$ cat config.mk
export PLATFORM = sky130hd
export DESIGN_NAME = alt_vipitc130_common_timing_sequencer
export DESIGN_NICKNAME = d
export VERILOG_FILES = /design/src/rtl/alt_vipitc130_seq_pkg.sv /design/src/rtl/alt_vipitc130_common_sample_counter.sv /design/src/rtl/alt_vipitc130_common_timing_sequencer.sv
export SDC_FILE = /design/constraint.sdc
export NUM_CORES = 1
export LEC_CHECK = 0
export CAP_MARGIN = 10
export CORE_ASPECT_RATIO = 0.9
export CORE_MARGIN = 3
export CORE_UTILIZATION = 47
export DETAILED_ROUTE_END_ITERATION = 10
export GPL_TIMING_DRIVEN = 1
export PLACE_DENSITY = 0.82
export SLEW_MARGIN = 30
export SYNTH_ARGS = -nofsm -noshare
export SYNTH_HDL_FRONTEND = slang
export SYNTH_HIERARCHICAL = 1
export SYNTH_SLANG_ARGS = --single-unit
$ cat constraint.sdc
create_clock -name clk -period 2.5 [get_ports clk]
set_input_delay 0.25 -clock clk [delete_from_list [all_inputs] [get_ports clk]]
set_output_delay 0.25 -clock clk [all_outputs]
set_load 0.02 [all_outputs]
$ cat src/rtl/alt_vipitc130_seq_pkg.sv
// alt_vipitc130 timing sequencer: shared types and helpers.
// Provides the sequencer state encoding and the line-length helper.
package alt_vipitc130_seq_pkg;

  typedef enum logic [1:0] {
    IDLE   = 2'd0,
    ACTIVE = 2'd1,
    HBLANK = 2'd2,
    VBLANK = 2'd3
  } seq_state_t;

  // LINE_TOTAL helper: samples per full line (active + blank).
  function automatic int line_total(
    input int h_active,
    input int h_blank
  );
    return h_active + h_blank;
  endfunction

endpackage

$ cat src/rtl/alt_vipitc130_common_sample_counter.sv
// alt_vipitc130 colour-plane phase counter.
// Ports: clk, rst (async, high), sclr, count_cycle, hd_sdn (latched mode)
//   -> count_sample (last plane of a sample), start_of_sample (first plane),
//      sample_ticks (current plane index).
module alt_vipitc130_common_sample_counter #(
  parameter int NUMBER_OF_COLOUR_PLANES      = 3,
  parameter int LOG2_NUMBER_OF_COLOUR_PLANES = 2
) (
  input  logic clk,
  input  logic rst,
  input  logic sclr,
  input  logic count_cycle,
  input  logic hd_sdn,
  output logic count_sample,
  output logic start_of_sample,
  output logic [LOG2_NUMBER_OF_COLOUR_PLANES-1:0] sample_ticks
);

  localparam int TW = LOG2_NUMBER_OF_COLOUR_PLANES;
  localparam logic [TW-1:0] LAST_TICK =
    TW'(NUMBER_OF_COLOUR_PLANES - 1);

  logic at_last;

  // In parallel mode every cycle carries a whole sample.
  assign at_last = hd_sdn | (sample_ticks == LAST_TICK);
  assign count_sample = count_cycle & at_last;
  assign start_of_sample = hd_sdn | (sample_ticks == '0);

  always_ff @(posedge clk or posedge rst) begin
    if (rst) begin
      sample_ticks <= '0;
    end else if (sclr) begin
      sample_ticks <= '0;
    end else if (count_cycle && !hd_sdn) begin
      if (sample_ticks == LAST_TICK)
        sample_ticks <= '0;
      else
        sample_ticks <= sample_ticks + 1'b1;
    end
  end

endmodule

$ cat src/rtl/alt_vipitc130_common_timing_sequencer.sv
// alt_vipitc130 frame/line timing sequencer (IDLE/ACTIVE/HBLANK/VBLANK).
// Ports: clk, rst (async, high), sclr, enable, go, hd_sdn, pixel_valid
//   -> count_cycle, active, plane_index, sof, eol, h_count, v_count,
//      underflow.
// Option: define ALT_VIPITC130_SEQ_UNDERFLOW_EN for the sticky underflow
// flag; otherwise underflow is tied low and pixel_valid is ignored.
module alt_vipitc130_common_timing_sequencer
  import alt_vipitc130_seq_pkg::*;
#(
  parameter int NUMBER_OF_COLOUR_PLANES      = 3,
  parameter int LOG2_NUMBER_OF_COLOUR_PLANES = 2,
  parameter int H_WIDTH                      = 12,
  parameter int V_WIDTH                      = 12,
  parameter int H_ACTIVE                     = 1920,
  parameter int H_BLANK                      = 280,
  parameter int V_ACTIVE                     = 1080,
  parameter int V_BLANK                      = 45
) (
  input  logic clk,
  input  logic rst,
  input  logic sclr,
  input  logic enable,
  input  logic go,
  input  logic hd_sdn,
  input  logic pixel_valid,
  output logic count_cycle,
  output logic active,
  output logic [LOG2_NUMBER_OF_COLOUR_PLANES-1:0] plane_index,
  output logic sof,
  output logic eol,
  output logic [H_WIDTH-1:0] h_count,
  output logic [V_WIDTH-1:0] v_count,
  output logic underflow
);

  localparam int LINE_TOTAL = line_total(H_ACTIVE, H_BLANK);
  localparam logic [H_WIDTH-1:0] H_ACT_LAST =
    H_WIDTH'(H_ACTIVE - 1);
  localparam logic [H_WIDTH-1:0] H_BLK_LAST =
    H_WIDTH'(H_BLANK - 1);
  localparam logic [H_WIDTH-1:0] H_LINE_LAST =
    H_WIDTH'(LINE_TOTAL - 1);
  localparam logic [V_WIDTH-1:0] V_ACT_LAST =
    V_WIDTH'(V_ACTIVE - 1);
  localparam logic [V_WIDTH-1:0] V_BLK_LAST =
    (V_BLANK > 0) ? V_WIDTH'(V_BLANK - 1) : '0;
  localparam bit HAS_VBLANK = (V_BLANK > 0);

  seq_state_t state;
  seq_state_t restart_state;
  logic       hd_sdn_latched;
  logic       sample_done;
  logic       start_of_sample;
  logic       phase_clr;

  assign count_cycle = enable & (state != IDLE);
  assign active = (state == ACTIVE);
  assign restart_state = go ? ACTIVE : IDLE;

  // Plane phase restarts whenever the sequencer is idle.
  assign phase_clr = sclr | (state == IDLE);

  alt_vipitc130_common_sample_counter #(
    .NUMBER_OF_COLOUR_PLANES     (NUMBER_OF_COLOUR_PLANES),
    .LOG2_NUMBER_OF_COLOUR_PLANES(LOG2_NUMBER_OF_COLOUR_PLANES)
  ) u_sample_counter (
    .clk            (clk),
    .rst            (rst),
    .sclr           (phase_clr),
    .count_cycle    (count_cycle),
    .hd_sdn         (hd_sdn_latched),
    .count_sample   (sample_done),
    .start_of_sample(start_of_sample),
    .sample_ticks   (plane_index)
  );

  assign sof = count_cycle & active & (h_count == '0) &
               (v_count == '0) & start_of_sample;
  assign eol = active & (h_count == H_ACT_LAST) & sample_done;

  always_ff @(posedge clk or posedge rst) begin
    if (rst) begin
      state          <= IDLE;
      h_count        <= '0;
      v_count        <= '0;
      hd_sdn_latched <= 1'b0;
    end else if (sclr) begin
      state   <= IDLE;
      h_count <= '0;
      v_count <= '0;
    end else if (enable) begin
      unique case (state)
        IDLE: begin
          if (go) begin
            state          <= ACTIVE;
            h_count        <= '0;
            v_count        <= '0;
            hd_sdn_latched <= hd_sdn;
          end
        end
        ACTIVE: begin
          if (sample_done) begin
            if (h_count == H_ACT_LAST) begin
              state   <= HBLANK;
              h_count <= '0;
            end else begin
              h_count <= h_count + 1'b1;
            end
          end
        end
        HBLANK: begin
          if (sample_done) begin
            if (h_count == H_BLK_LAST) begin
              h_count <= '0;
              if (v_count < V_ACT_LAST) begin
                state   <= ACTIVE;
                v_count <= v_count + 1'b1;
              end else if (HAS_VBLANK) begin
                state   <= VBLANK;
                v_count <= '0;
              end else begin
                state   <= restart_state;
                v_count <= '0;
              end
            end else begin
              h_count <= h_count + 1'b1;
            end
          end
        end
        VBLANK: begin
          if (sample_done) begin
            if (h_count == H_LINE_LAST) begin
              h_count <= '0;
              if (v_count == V_BLK_LAST) begin
                state   <= restart_state;
                v_count <= '0;
              end else begin
                v_count <= v_count + 1'b1;
              end
            end else begin
              h_count <= h_count + 1'b1;
            end
          end
        end
        default: state <= IDLE;
      endcase
    end
  end

`ifdef ALT_VIPITC130_SEQ_UNDERFLOW_EN
  always_ff @(posedge clk or posedge rst) begin
    if (rst)
      underflow <= 1'b0;
    else if (sclr)
      underflow <= 1'b0;
    else if (active && count_cycle && !pixel_valid)
      underflow <= 1'b1;
  end
`else
  logic unused_pixel_valid;
  assign unused_pixel_valid = pixel_valid;
  assign underflow = 1'b0;
`endif

endmodule

# --- Yosys cells after proc, flatten, opt, wreduce, memory -nomap -nowiden ---
# Index checks and enable logic that the tools add are counted.
word_totals:
  reg_bits: 29
  latchBits: 0
  ram_bits: 0
  romBits: 0
  input_bits: 7
  output_inout_bits: 31
  wordCells: 86
  mem_count: 0
classes:
  add_sub_neg: 3
  multipliers: 0
  n_div: 0
  order_cmp: 1
  n_eq_ne: 16
  shift: 0
  mux: 35
  n_bitwise: 12
  reduce_logical: 14
ops:
  columns: ["op", "count"]
  rows:
  - ["12-bit two-way mux", 17]
  - ["12-bit case mux with 4 select lines", 1]
  - ["12-bit case mux with 3 select lines", 1]
  - ["2-bit two-way mux", 14]
  - ["12-bit by 1-bit adder with 12-bit output (second input constant)", 2]
  - ["12-bit logical NOT", 2]
  - ["3-bit != test (second input constant)", 6]
  - ["12-bit by 11-bit equality test with 1-bit output (second input constant)", 1]
  - ["12-bit equality test (second input constant)", 1]
  - ["12-bit by 6-bit equality test with 1-bit output (second input constant)", 1]
  - ["12-bit by 9-bit equality test with 1-bit output (second input constant)", 1]
  - ["12-bit by 11-bit < comparator with 1-bit output (second input constant)", 1]
  - ["9-bit AND reduction", 1]
  - ["1-bit bitwise AND", 8]
  - ["2-bit case mux with 4 select lines", 1]
  - ["7-bit AND reduction", 1]
  - ["2-bit equality test (second input constant)", 3]
  - ["3-bit by 2-bit != test with 1-bit output (second input constant)", 2]
  - ["2-bit nonzero test", 3]
  - ["5-bit AND reduction", 1]
  - ["2-bit logical NOT", 2]
  - ["4-bit AND reduction", 1]
  - ["4-bit nonzero test", 1]
  - ["1-bit OR", 3]
  - ["other kinds (6)", 6]

# --- Depth between registers and ports, before layout ---
logic_depth:
  depth_word: 7
  ltp_mapped: 10
  mapped_depth_nobuf: 8

# --- By module ---
# The synthesis kept the hierarchy.
by_module_without_submodules:
  columns: ["mod", "instances", "cells_each", "area_per_inst_um2", "seq_area_each_um2"]
  rows:
  - ["alt_vipitc130_common_timing_sequencer", 1, 203, 1875.5, 675.6]
  - ["alt_vipitc130_common_sample_counter", 1, 14, 127.6, 50.0]

# --- Least setup slack after synthesis ---
# OpenSTA, ideal clock, no wires.
synth_timing:
  path_kind: "flip-flop to flip-flop"
  startpoint: "register state[0]"
  endpoint: "register v_count[4]"
  setup_ns: 0.129
  t_arrival_ns: 2.536
  t_required_ns: 2.371
  slack_ns: -0.166
  path_stages_with_launch: 11
  n_path_buf: 2
  period_less_slack_ns: 2.666
  cell_sequence: "dfrtp_1 -> clkbuf_1 -> nor2_1 -> nor2b_1 -> o21a_1 -> nand3_1 -> a2111oi_4 -> buf_6 -> o2111ai_2 -> xnor2_1 -> nor2b_2"
synth_via:
  elab_chain_len: 5
  word_cells_on_any_way: 16
  cone_classes: "7 x eq/ne; 3 x mux; 2 x bitwise; 4 x reduce/logical"
synth_rtl:
  columns: ["element", "line", "text"]
  rows:
  - ["start, declared", "alt_vipitc130_common_timing_sequencer.sv:49", "seq_state_t state;"]
  - ["start signal, assigned", "alt_vipitc130_common_timing_sequencer.sv:122", "state <= restart_state;"]
  - ["start signal, assigned", "alt_vipitc130_common_timing_sequencer.sv:135", "state <= restart_state;"]
  - ["2-bit nonzero test *", "alt_vipitc130_common_timing_sequencer.sv:56", "assign count_cycle = enable & (state != IDLE);"]
  - ["1-bit bitwise AND *", "alt_vipitc130_common_timing_sequencer.sv:56", null]
  - ["named net count_cycle", "alt_vipitc130_common_timing_sequencer.sv:26", "output logic count_cycle,"]
  - ["1-bit bitwise AND *", "alt_vipitc130_common_sample_counter.sv:27", "assign count_sample = count_cycle & at_last;"]
  - ["named net sample_done", "alt_vipitc130_common_timing_sequencer.sv:52", "logic sample_done;"]
  - ["3-bit != test (no line)", null, null]
  - ["7-bit AND reduction (no line) *", null, null]
  - ["end signal, assigned", "alt_vipitc130_common_timing_sequencer.sv:117", "v_count <= v_count + 1'b1;"]
  - ["end signal, assigned", "alt_vipitc130_common_timing_sequencer.sv:138", "v_count <= v_count + 1'b1;"]
  - ["end, declared", "alt_vipitc130_common_timing_sequencer.sv:32", "output logic [V_WIDTH-1:0] v_count,"]
# Mark *: on every way through the listed nets, which the timed path passes. The rest lies on a longest branch. The select of a mux whose other input is x is not followed.
# A chain may end at the register's enable or synchronous reset.

# --- Worst setup path in the final report ---
layout_timing:
  startpoint: "register h_count[0]"
  endpoint: "output eol"
layout_via:
  elab_chain_len: 3
layout_rtl:
  columns: ["element", "line", "text"]
  rows:
  - ["start, declared", "alt_vipitc130_common_timing_sequencer.sv:31", "output logic [H_WIDTH-1:0] h_count,"]
  - ["start signal, assigned", "alt_vipitc130_common_timing_sequencer.sv:107", "h_count <= h_count + 1'b1;"]
  - ["start signal, assigned", "alt_vipitc130_common_timing_sequencer.sv:126", "h_count <= h_count + 1'b1;"]
  - ["start signal, assigned", "alt_vipitc130_common_timing_sequencer.sv:141", "h_count <= h_count + 1'b1;"]
  - ["12-bit by 11-bit equality test with 1-bit output", "alt_vipitc130_common_timing_sequencer.sv:79", "assign eol = active & (h_count == H_ACT_LAST) & sample_done;"]
  - ["1-bit bitwise AND (2 in a row)", "alt_vipitc130_common_timing_sequencer.sv:79", null]
  - ["end, declared", "alt_vipitc130_common_timing_sequencer.sv:30", "output logic eol,"]
# Every way passes these cells.

==> impl_summary.log <==
[metrics] reported leakage power: slightly above 1 nW
[metrics] Setup TNS Final: 0 ns
[metrics] sequential fraction of the synthesis area: between 30 and 40%
[metrics] leading register cell type out of synthesis: dfrtp_1
[metrics] netlist area before placement: 2003 um2
[metrics] I/O Pins: 38
[metrics] Reg area: 726.9 um2
[metrics] cells along the critical path: ha_1 -> nand4_1 -> nor4_1 -> dlygate4sd2_1
[metrics] layout overhead on the synthesized area: 27.48%
[metrics] Net Count, Synth: about 230
[metrics] RSZ-0062 raised after global routing: no
[metrics] fraction of synthesized cell area taken by the top area cell type: between 30% and 40%
[metrics] H-tree depth: 2
[metrics] cell type with the largest total area after synthesis: dfrtp_1
[metrics] worst path required time: 2.25 ns
[metrics] DRT Wirelength: between 4000 and 5000 um
[metrics] Synthesis Warnings: 6
[metrics] result of the run: completed
[metrics] weighted congestion at the end of routability-driven global placement: around 0.93
[metrics] number of flops mapped to enable cells by yosys: 0
[metrics] Core Rows: 21
[metrics] Setup crit end kind: output port
[metrics] HPWL reported at the end of detailed placement: 3662 um
[metrics] Cell variety after synth: 64
[metrics] clock tree skew after final layout: just under 0.008 ns
[metrics] maximum number of pins on one net before global-route repair: 28
[metrics] CP delay by family, top: simple AND/OR/NAND/NOR gates
[metrics] total via count in the routed design: 1819
[metrics] proportion of power drawn by flip-flops and latches: between 40% and 50%
[metrics] vias in the first global route: about 1700
[metrics] highest-delay cell along the critical path: dfrtp_1
[metrics] Mapped Cells: 217
[metrics] Max clock buf depth: 2
[metrics] Antenna Nets Post-Route: 0
[metrics] TritonRoute pass-1 iters: 4
[metrics] start of the worst register-to-register path: state[0]
[metrics] Post-Layout Cell Count: 314
[metrics] Max rail drop VDD: around 0.35 mV
[metrics] clock transition at the registers of the reported paths: roughly 0.06 ns
[metrics] Die Span Y: 67.94 um
[metrics] timing startpoint of the critical path: h_count[0]
[metrics] clock root buffer: clkbuf_8
[metrics] Highest Clock Rate: roughly 0.43 GHz
[metrics] max capacitance violation total: 0
[metrics] Filler Cells Inserted: ~310
[metrics] final clock period utilization by the worst path: slightly above 90%
[metrics] number of slew-limit violations in the final report: 0
[metrics] initial antenna violation count: 0
[metrics] power share of the combinational group: a little over an eighth
[metrics] synthesis-stage register bit count: 29
[metrics] synthesized area per cell: 9.231 um2
[metrics] slowest stage delay, CP: 0.45 ns
[metrics] drt drc: 0
[metrics] cell types occupying the most area after synthesis: dfrtp_1, xor2_1, nor2_1
[metrics] clock network fraction of design power: between 30% and 40%
[metrics] detailed router's first-iteration violation count: around 160
[metrics] Tightest Pin Transition: roughly 0.55 ns
[metrics] number of diodes: 0
[metrics] Sinks on Clock Net: 29
[metrics] Net Switching: approximately 0.00025 W
[metrics] net switching share of the total power: about a quarter
[metrics] ratio of total power to cell area: between 300 and 400 nW/um2
[metrics] placeable core region: about 3900 um2
[metrics] internal power summed over all cells: 0.0007290 W
[metrics] Post-CTS Setup Repair Bufs: 0
[metrics] CTS tree: built
[metrics] final setup violating endpoints: 0
[metrics] dpl cells: slightly above 300
[metrics] fin crit period: approximately 2.3 ns
[metrics] total grt overflow: 0
[metrics] arrival time at the worst endpoint: 2.08 ns
[metrics] Vias/cell: 5.793
[metrics] classification of the worst setup path: reg -> out
[metrics] kind of start point of the critical path: flip-flop
[metrics] slew margin rel.: between 60% and 70%
[metrics] Final #Nets: 278
[metrics] depth of the most critical reg-to-reg path: 9
[metrics] CP Buf/Inv Count: 1
[metrics] number of port buffers: 35
[metrics] ratio of cells with drive above 1 in the final layout: 17.16%
[metrics] HP Class: in -> async
[metrics] GR Util All Layers: 21.43%
[metrics] stages on the worst setup path: 4
[metrics] share of synthesized registers carrying an async set or reset: 100.0%
[metrics] count of final hold-check violations: 0
[metrics] CP Max Fanout: 7
[metrics] number of buffers added by the clock tree synthesis step: 5
[metrics] combined area of the multi-input logic cells: about 1200 um2
[metrics] effective utilization at floorplan: between 50 and 60%
[metrics] horizontal extent of the die: 74.82 um
[metrics] die area: just over 5000 um2
[metrics] clock latency reported for the late side of the worst-skew pair: around 0.28 ns
[metrics] final routed wire length divided by cell count: 15.59 um
[metrics] wire length of the first global-routing pass: roughly 8300 um
-- routing by layer --
metal	track usage [%]	vias up	routed length, um	share of wire, %
li1	-	892	-	-
met1	32.51	864	2350	48
met2	30.48	57	2209	45
met3	3.671	6	270	5.5
met4	7.333	0	65	1.3
met5	0	-	0	0
-- stage by stage --
step / power (W) / util (%) / hold slack (ns) / worst slack [ns] / cell area (um2)
after floorplan: 0.0005791 / - / -0.008815 / 0.03616 / 2006
after global placement: 0.0006212 / 63.02 / 0.4406 / 0.1017 / 2467
after detailed placement: 0.0006244 / 63.02 / 0.4465 / 0.06647 / 2467
after CTS: 0.0009838 / 65.04 / 0.1502 / 0.1469 / 2546
after global routing: 0.001030 / 65.23 / 0.1666 / 0.01089 / 2554
final: 0.0009810 / 65.23 / 0.1509 / 0.1694 / 2554
-- cell usage after synthesis (2+ instances only) --
| cell type | instances |
|---|---|
| mux2_2 | 2 |
| o2111ai_1 | 4 |
| nand2_1 | 10 |
| clkbuf_1 | 3 |
| nand3_1 | 9 |
| ha_1 | 4 |
| dfrtp_1 | 29 |
| xnor2_1 | 4 |
| nor4b_1 | 2 |
| or3_1 | 2 |
| nor4_1 | 4 |
| and2_1 | 2 |
| nand4_1 | 7 |
| o211ai_1 | 7 |
| xor2_1 | 13 |
| and3_1 | 3 |
| nand2b_1 | 2 |
| and4_1 | 2 |
| nor3_1 | 3 |
| nor2_1 | 28 |
| o21a_1 | 2 |
| inv_1 | 10 |
| buf_6 | 2 |
| or2_2 | 2 |
| nand4b_1 | 2 |
| nor2b_1 | 5 |
| o21ai_0 | 11 |
| a21oi_1 | 7 |
-- layout by cell type, fill, tap and decap left out, types with 2 or more instances in the layout --
| cell type | count |
|---|---|
| clkbuf_8 | 5 |
| or2_2 | 2 |
| or3_1 | 2 |
| and3_1 | 3 |
| nor2_1 | 28 |
| buf_4 | 18 |
| nor3_1 | 3 |
| nand4_1 | 7 |
| a21oi_1 | 7 |
| o21a_1 | 2 |
| and4_1 | 2 |
| mux2_2 | 2 |
| and2_1 | 2 |
| nor4b_1 | 2 |
| clkbuf_1 | 3 |
| o2111ai_1 | 4 |
| o211ai_1 | 7 |
| ha_1 | 4 |
| nor2b_2 | 2 |
| nand3_1 | 9 |
| nor2b_1 | 4 |
| clkdlybuf4s50_1 | 33 |
| xnor2_1 | 4 |
| nor4_1 | 4 |
| inv_1 | 10 |
| xor2_1 | 13 |
| nand4b_1 | 2 |
| o21ai_0 | 11 |
| nand2b_1 | 2 |
| nand2_1 | 10 |
| dfrtp_1 | 28 |
-- registers in the layout (all words and copies together) (netlist names) --
signal                         count
h_count                           12
hd_sdn_latched                     1
v_count                           12
u_sample_counter/sample_ticks      2
state                              2
-- power by group through the flow --
stage / clock network [W] / logic [W] / registers, W
2_1_floorplan: 0 / 0.0000867 / 0.000492
3_3_place_gp: 0 / 0.000126 / 0.000495
3_5_place_dp: 0 / 0.000129 / 0.000496
4_1_cts: 0.000368 / 0.000128 / 0.000488
5_1_grt: 0.000397 / 0.000144 / 0.000489
6_report: 0.000362 / 0.000131 / 0.000488
-- cell families after synthesis --
kind of cell	count (synthesis)	synth area share (%)
AOI/OAI and AO/OA	51	20.05
and+or+nand+nor	93	26.55
other	1	0.1872
muxes	2	1.124
xor gates and xnor gates	17	7.433
DFF	29	36.23
adders and majority gates	4	2.499
buffers and inverters	20	5.934
-- what timing repair did --
action / CTS / global route
endpoints found under the setup margin: 2 / 11
hold buffers: 0 / 0
pin swaps: 0 / 1
resized for setup: 3 / 5
-- layout make-up --
cell class              count  area share [%]
well taps                  46           2.254
flip-flops and latches     29           28.47
repair buffers             53           18.77
multi-input cells         168           45.91
clock buffers               8           3.136
inverters                  10           1.470
-- worst register-to-register path, stage by stage (launching register included) --
cell and delay (ns):
dfrtp_1 0.48, nor2_1 0.14, nor2b_2 0.19, o21a_1 0.24
o21ai_0 0.11, a21boi_1 0.23, buf_4 0.20, o21ai_0 0.15
or3_1 0.36, a21oi_1 0.15
-- final timing paths --
kind                                               endpoint  slack [ns]
max in group asynchronous                          state[1]        1.86
min in group clk                             hd_sdn_latched        0.58
setup / recovery                                        eol        0.17
hold / removal             u_sample_counter/sample_ticks[0]        0.15
setup reg to reg                                 h_count[7]        0.19
hold reg to reg                              hd_sdn_latched        0.60
Note: power is estimated with default switching activity, not from simulation.
